## config.mk

```make
export PLATFORM = sky130hd
export DESIGN_NAME = mm_job_scheduler
export DESIGN_NICKNAME = d
export VERILOG_FILES = /design/src/rtl/mm_job_scheduler.sv
export SDC_FILE = /design/constraint.sdc
export NUM_CORES = 1
export LEC_CHECK = 0
export CELL_PAD_IN_SITES_DETAIL_PLACEMENT = 0
export CELL_PAD_IN_SITES_GLOBAL_PLACEMENT = 1
export CORE_MARGIN = 5
export CORE_UTILIZATION = 32
export CTS_CLUSTER_DIAMETER = 150
export CTS_CLUSTER_SIZE = 16
export DETAILED_ROUTE_END_ITERATION = 12
export PLACE_DENSITY_LB_ADDON = 0.3
export SLEW_MARGIN = 20
export SYNTH_ARGS = -nofsm -noshare
export SYNTH_HDL_FRONTEND = slang
export SYNTH_SLANG_ARGS = --single-unit
```

## constraint.sdc

```tcl
create_clock -name clk -period 1.73 [get_ports clk]
set_input_delay 0.2595 -clock clk [delete_from_list [all_inputs] [get_ports clk]]
set_output_delay 0.2595 -clock clk [all_outputs]
set_load 0.005 [all_outputs]
```

## src/rtl/mm_job_scheduler.sv

```systemverilog
// Purpose: round-robin scheduler sharing one 4x4 matmul tile engine across NUM_REQ requesters.
// Latency: grant -> mm_start 1 cycle; response in the cycle after the mm_done rising edge is seen.
// Backpressure: a requester holds req_valid until its one-cycle req_ready; one job in flight at a time.
module mm_job_scheduler #(
  parameter int NUM_REQ     = 4,
  parameter int TAG_W       = 8,
  parameter int TIMEOUT_CYC = 64,
  parameter int IDX_W       = $clog2(NUM_REQ)
) (
  input  logic                     clk,
  input  logic                     rst_n,
  input  logic [NUM_REQ-1:0]       req_valid,
  input  logic [NUM_REQ*TAG_W-1:0] req_tag,
  output logic [NUM_REQ-1:0]       req_ready,
  output logic                     mm_start,
  output logic [IDX_W-1:0]         mm_sel,
  input  logic                     mm_done,
  output logic [NUM_REQ-1:0]       rsp_valid,
  output logic [TAG_W-1:0]         rsp_tag,
  output logic                     rsp_err,
  output logic                     busy,
  output logic [7:0]               err_count
);

  // Wide enough to hold TIMEOUT_CYC-1 even when TIMEOUT_CYC is a power of two.
  localparam int WCNT_W = $clog2(TIMEOUT_CYC + 1);

  typedef enum logic [2:0] {
    S_IDLE,
    S_GRANT,
    S_LAUNCH,
    S_WAIT,
    S_RESP
  } state_t;

  state_t              state;
  logic [IDX_W-1:0]    rr_ptr;
  logic [WCNT_W-1:0]   wait_cnt;
  logic                done_q;
  logic [TAG_W-1:0]    tag_q;
  logic                pick_vld;
  logic [IDX_W-1:0]    pick_idx;
  logic [IDX_W-1:0]    rr_next;
  logic                done_edge;
  logic                timeout_hit;

  // A done level still high from the previous job never looks like a fresh edge.
  assign done_edge   = mm_done & ~done_q;
  assign timeout_hit = (wait_cnt == WCNT_W'(TIMEOUT_CYC - 1));
  assign rr_next     = (pick_idx == IDX_W'(NUM_REQ - 1)) ? '0 : pick_idx + IDX_W'(1);

  function automatic logic [NUM_REQ-1:0] onehot(input logic [IDX_W-1:0] idx);
    logic [NUM_REQ-1:0] v;
    v      = '0;
    v[idx] = 1'b1;
    return v;
  endfunction

  // Round-robin pick: scan from rr_ptr downward in priority so the closest set bit wins last.
  always_comb begin
    pick_vld = 1'b0;
    pick_idx = '0;
    for (int k = NUM_REQ - 1; k >= 0; k--) begin
      if (req_valid[(int'(rr_ptr) + k) % NUM_REQ]) begin
        pick_vld = 1'b1;
        pick_idx = IDX_W'((int'(rr_ptr) + k) % NUM_REQ);
      end
    end
  end

  // Job sequencer: state, registered outputs, done edge tracking and watchdog.
  always_ff @(posedge clk) begin
    if (!rst_n) begin
      state     <= S_IDLE;
      rr_ptr    <= '0;
      wait_cnt  <= '0;
      done_q    <= 1'b0;
      tag_q     <= '0;
      req_ready <= '0;
      mm_start  <= 1'b0;
      mm_sel    <= '0;
      rsp_valid <= '0;
      rsp_tag   <= '0;
      rsp_err   <= 1'b0;
      busy      <= 1'b0;
      err_count <= '0;
    end else begin
      done_q    <= mm_done;
      req_ready <= '0;
      mm_start  <= 1'b0;
      rsp_valid <= '0;
      case (state)
        S_IDLE: begin
          if (pick_vld) begin
            mm_sel    <= pick_idx;
            rr_ptr    <= rr_next;
            req_ready <= onehot(pick_idx);
            busy      <= 1'b1;
            state     <= S_GRANT;
          end
        end
        S_GRANT: begin
          if (req_valid[mm_sel]) begin
            tag_q    <= req_tag[int'(mm_sel) * TAG_W +: TAG_W];
            mm_start <= 1'b1;
            state    <= S_LAUNCH;
          end else begin
            // Requester withdrew: drop the job silently, pointer stays advanced.
            busy  <= 1'b0;
            state <= S_IDLE;
          end
        end
        S_LAUNCH: begin
          wait_cnt <= '0;
          state    <= S_WAIT;
        end
        S_WAIT: begin
          if (done_edge) begin
            rsp_valid <= onehot(mm_sel);
            rsp_tag   <= tag_q;
            rsp_err   <= 1'b0;
            state     <= S_RESP;
          end else if (timeout_hit) begin
            rsp_valid <= onehot(mm_sel);
            rsp_tag   <= tag_q;
            rsp_err   <= 1'b1;
            if (err_count != 8'hFF) begin
              err_count <= err_count + 8'd1;
            end
            state <= S_RESP;
          end else begin
            wait_cnt <= wait_cnt + WCNT_W'(1);
          end
        end
        S_RESP: begin
          busy  <= 1'b0;
          state <= S_IDLE;
        end
        default: begin
          busy  <= 1'b0;
          state <= S_IDLE;
        end
      endcase
    end
  end

endmodule

```

# After elaboration in Yosys (flattened, before gate mapping)
# Index checks and enable logic that the tools add are counted.
# totals
register_bits,50
input_bits,39
out_inout_bits,29
# op_classes
addsub,6
n_lt_le_gt_ge,8
eq_ne,11
n_shift,1
n_mux,44
bitwise_logic,7
n_reduce_logical,19
# ops
operator,n
32-bit by 6-bit variable part select with 8-bit output,1
1-bit two-way mux,19
8-bit two-way mux,2
7-bit two-way mux,2
7-bit case mux with 2 select lines,1
"3-bit by 4-bit less-than comparator with 1-bit output, second input constant",3
2-bit two-way mux,6
3-bit case mux with 4 select lines,1
2-bit AND reduction,6
1-bit binary-select mux with 2-bit select,5
"2-bit by 3-bit less-than comparator with 1-bit output, second input constant",3
3-bit two-way mux,3
3-bit AND reduction,3
"8-bit by 1-bit adder with 8-bit output, second input constant",1
4-bit two-way mux,2
"2-bit inequality test, second input constant",4
"8-bit inequality test, second input constant",1
2-bit OR reduction,4
"7-bit by 1-bit adder with 7-bit output, second input constant",1
"7-bit by 6-bit == test with 1-bit output, second input constant",1
"3-bit by 2-bit == test with 1-bit output, second input constant",2
"2-bit by 1-bit adder with 2-bit output, second input constant",2
"2-bit adder, second input constant",2
1-bit demux with 2-bit select,2
12 further kinds,19

# Longest topological paths before layout
# depth
word_depth,14
depth_mapped,7

# Worst setup path before layout
# No wires, ideal clock.
# synth_path
path_kind,reg2reg
start,register mm_sel[0]
end,register tag_q[2]
arrival_time_ps,1523
required_time_ps,1602
path_slack_ps,80
stages_incl_launch_ff,6
path_cell_list,dfxtp_1 -> clkbuf_1 -> buf_2 -> mux4_2 -> mux2i_1 -> nor2_1
# synth_between
elab_chain_cells,3
word_cells_on_any_way,4
classes_between,1 x shift; 2 x mux; 1 x reduce/logical
# synth_lines
item,line_no,rtl
start: declaration,16,"output logic [IDX_W-1:0] mm_sel,"
start signal: assignment,95,mm_sel <= pick_idx;
"parallel branches: the longest is 3 deep, another holds 32-bit by 6-bit variable part select with 8-bit output",-,
end signal: assignment,104,tag_q <= req_tag[int'(mm_sel) * TAG_W +: TAG_W];
end: declaration,40,logic [TAG_W-1:0] tag_q;
# Parallel ways; which one is timed is not known. The select of a mux whose other input is x is not followed.
# A chain may end at the register's enable or synchronous reset.

# Final worst setup path
# layout_path
start,input port req_valid[0]
end,register rr_ptr[0]
# layout_between
elab_chain_cells,9
word_cells_on_any_way,23
classes_between,1 x add/sub; 1 x eq/ne; 20 x mux; 1 x reduce/logical
# layout_lines
item,line_no,rtl
start: declaration,12,"input logic [NUM_REQ-1:0] req_valid,"
1-bit binary-select mux with 2-bit select,64,if (req_valid[(int'(rr_ptr) + k) % NUM_REQ]) begin
1-bit two-way mux (not written as such) (2 in series),64,
2-bit two-way mux (4 in series),64,
2-bit by 1-bit adder with 2-bit output / 2-bit == test (equally long branches),50,assign rr_next = (pick_idx == IDX_W'(NUM_REQ - 1)) ? '0 : pick_idx + IDX_W'(1);
2-bit two-way mux,50,
end signal: assignment,96,rr_ptr <= rr_next;
end: declaration,37,logic [IDX_W-1:0] rr_ptr;
# Parallel ways exist; a longest one is shown, timed or not. The select of a mux whose other input is x is not followed.

==> impl_metrics.env <==
export IMPL_switching_share=0.249
export IMPL_required_ns=1.94
export IMPL_end_kind="register"
export IMPL_r2r_start="wait_cnt[0]"
export IMPL_antenna_found_initial=0
export IMPL_fin_ws_ns=0.0662
export IMPL_clk_path_buf_depth=2
export IMPL_worst_slew_pin_slew_ns=0.437
export IMPL_grt_overflow=0
export IMPL_worstSetupStartpointType="primary input"
export IMPL_top_layer="met4"
export IMPL_cp_arrival_ns=1.87
export IMPL_crit_type="primary input to register"
export IMPL_leakage_nw=1.34
export IMPL_grt_max_degree=18
export IMPL_ys_types=44
export IMPL_track_usage=0.126
export IMPL_synth_edf_count=0
export IMPL_start_util=0.325
export IMPL_portBuffers=67
export IMPL_io_pins=68
export IMPL_syn_inst=241
export IMPL_p_comb_frac=0.213
export IMPL_crit_chain="clkdlybuf4s50_1 > or4_4 > and3_2 > o21ai_0 > o21ba_2"
export IMPL_cts_sinks=50
export IMPL_finalHoldViolCount=0
export IMPL_peakVddDrop_mv=0.315
export IMPL_die_w_um=95.6
export IMPL_synth_area_top_cells="dfxtp_1 (43%), mux4_2 (8.6%), mux2i_1 (7.3%)"
export IMPL_area_growth_pct=49.2
export IMPL_layout_min_cycle_time_ns=1.66
export IMPL_diodes=0
export IMPL_viasPerCell=4.87
export IMPL_regArea_sq_um=1000
export IMPL_grt_pass1_wl_mm=9.24
export IMPL_powerDensity_nw_per_um2=755
export IMPL_r2r_end="err_count[4]"
export IMPL_met1_length_mm=2.50
export IMPL_cts_reportedPaths_clkPinSlew_ns=0.09
export IMPL_postRouteAntennaNets=0
export IMPL_hold_ws_ns=0.456
export IMPL_fillers=704
export IMPL_p_int_mw=1.98
export IMPL_avgSynthCellArea_sq_um=9.73
export IMPL_wl_met3_um=432
export IMPL_slew_viol_final=0
export IMPL_gp_congestion=0.769
export IMPL_final_min_period_over_clock_period=0.962
export IMPL_cts_tree="built"
export IMPL_rr_worst_depth=5
export IMPL_drc_errors=0
export IMPL_yosysMostFrequentCell="dfxtp_1"
export IMPL_synth_nets=286
export IMPL_nNetsFinal=377
export IMPL_ff2ff_setup_slack_ns=0.09
export IMPL_cts_hold_buffers=0
export IMPL_netlist_top_cell_by_area="dfxtp_1"
export IMPL_ys_warn_count=0
export IMPL_vias=2102
export IMPL_grt_pass1_vias=2081
export IMPL_core_area_sq_um=7210
export IMPL_p_seq_frac=0.470
export IMPL_crit_fanout=11
export IMPL_die_area_sq_um=9140
export IMPL_drt_wl_total_mm=5.42
export IMPL_first_pass_iters=4
export IMPL_multi_input_area_sq_um=1270
export IMPL_yosys_area_top_type_share=0.427
export IMPL_final_cells=432
export IMPL_num_rows=31
export IMPL_async_flop_share=0
export IMPL_p_sw_uw=658
export IMPL_hold_class="register to register"
export IMPL_place_inst=423
export IMPL_layout_drive_gt1_share=0.192
export IMPL_drt_iter0_markers=41
export IMPL_crit_path_start="req_valid[0]"
export IMPL_wl_met2_mm=2.42
export IMPL_max_freq_ghz=0.601
export IMPL_dieHeight_um=95.6
export IMPL_cp_endpoint="rr_ptr[0]"
export IMPL_cts_setup_buffers=0
export IMPL_h_tree_depth=2
export IMPL_post_drt_wl_per_cell_um=12.5
export IMPL_cp_slowest_cell="or4_4"
export IMPL_synth_commonest_cells="dfxtp_1 (50), nand2_1 (23), mux2i_1 (17), nor2_1 (17), a21oi_1 (15)"
export IMPL_ys_seq_elements=50
export IMPL_max_stage_delay_ns=0.54
export IMPL_drv_cap=0
export IMPL_cts_root_buf="clkbuf_8"
export IMPL_worst_skew_pair_late_latency_ns=0.30
export IMPL_setup_viol=0
export IMPL_hpwl_mm=4.21
export IMPL_skew_ns=0.00475
export IMPL_netlist_area_sq_um=2350
export IMPL_place_ws_ns=-0.287
export IMPL_status="complete, no violations"
export IMPL_synth_seq_area_share=0.427
export IMPL_slew_headroom=0.707
export IMPL_synth_main_ff_cell="dfxtp_1"
export IMPL_cts_buffers=5
export IMPL_power_frac_clock=0.317
==> final cells by class <==
| class | count | share of cell area |
|---|---|---|
| repair buffers | 98 | 0.274 |
| well taps | 99 | 0.0354 |
| flip-flops and latches | 50 | 0.287 |
| inverters | 8 | 0.00858 |
| clock inverters | 3 | 0.0125 |
| clock buffers | 5 | 0.0197 |
| multi-input cells | 169 | 0.363 |
==> registers in the layout, summed over array words and instances (netlist names), 2 cells and up <==
name       flops
err_count      8
rsp_tag        8
tag_q          8
wait_cnt       7
req_ready      4
rsp_valid      4
state          3
mm_sel         2
rr_ptr         2
==> placed cells by master, fill, tap and decap left out, types with 2 or more instances in the layout <==
cell / count
mux4_2: 9
o41ai_1: 2
o31ai_1: 5
or3_1: 5
ha_1: 5
buf_6: 2
clkbuf_8: 5
o21bai_1: 3
nor3b_1: 2
nor2b_1: 3
mux2i_1: 17
nand2_1: 23
a21oi_1: 14
clkdlybuf4s50_1: 67
nor3_1: 2
and3_1: 7
buf_12: 4
nand3_1: 7
nand2b_1: 4
inv_1: 8
buf_4: 24
dfxtp_1: 47
o21ai_0: 10
o21a_1: 2
nor2_1: 17
or4_4: 2
a31oi_1: 2
and2_1: 2
dfxtp_2: 3
nand4_1: 2
or4_1: 2
==> power by group through the flow <==
stage	Clock [mW]	Combinational [mW]	Sequential (mW)
2_1_floorplan	0	0.288	1.26
3_3_place_gp	0	0.552	1.27
3_5_place_dp	0	0.562	1.27
4_1_cts	0.867	0.563	1.24
5_1_grt	0.905	0.626	1.25
6_report	0.838	0.562	1.24
==> logic make-up after synthesis <==
kind of cell,Yosys count,synth area share
flops,50,0.427
buf+inv,22,0.0432
simple gates,87,0.202
xor+xnor,1,0.00373
compound gates,49,0.134
mux,26,0.159
fa+ha+maj,6,0.0320
==> repair_timing <==
action | CTS | global route
pin swaps | 0 | 3
gates resized for setup | 1 | 14
gates cloned | 0 | 1
setup endpoints to repair | 8 | 11
==> layer usage <==
layer,GRT usage,vias up
li1,-,1063
met1,0.161,973
met2,0.204,60
met3,0.0450,6
met4,0.0320,0
met5,0,-
==> critical path: cells and delay by family <==
family,cells,cell delay [ns]
buffers and inverters,1,0.47
AND/OR/NAND/NOR,2,0.84
AO/OA/AOI/OAI,2,0.30
==> through the flow <==
step / util / total power, mW / instance area (sq um) / setup TNS, ns
after floorplan: - / 1.55 / 2350 / 0
after global placement: 0.464 / 1.82 / 3340 / -3.62
after detailed placement: 0.464 / 1.83 / 3340 / -4.44
after CTS: 0.479 / 2.67 / 3460 / 0
after global routing: 0.485 / 2.78 / 3500 / -0.00528
final: 0.485 / 2.64 / 3500 / 0
==> worst min-delay path by stage <==
stage,start,slack [ns],cells after the start,endpoint
finish,wait_cnt[6],0.46,2,wait_cnt[6]
global route,wait_cnt[6],0.48,2,wait_cnt[6]
CTS,wait_cnt[6],0.46,2,wait_cnt[6]
detailed placement,wait_cnt[6],0.44,2,wait_cnt[6]
global placement,wait_cnt[6],0.44,2,wait_cnt[6]
floorplan,mm_done,0.38,1,done_q
Power figures use the tool's default switching activity.
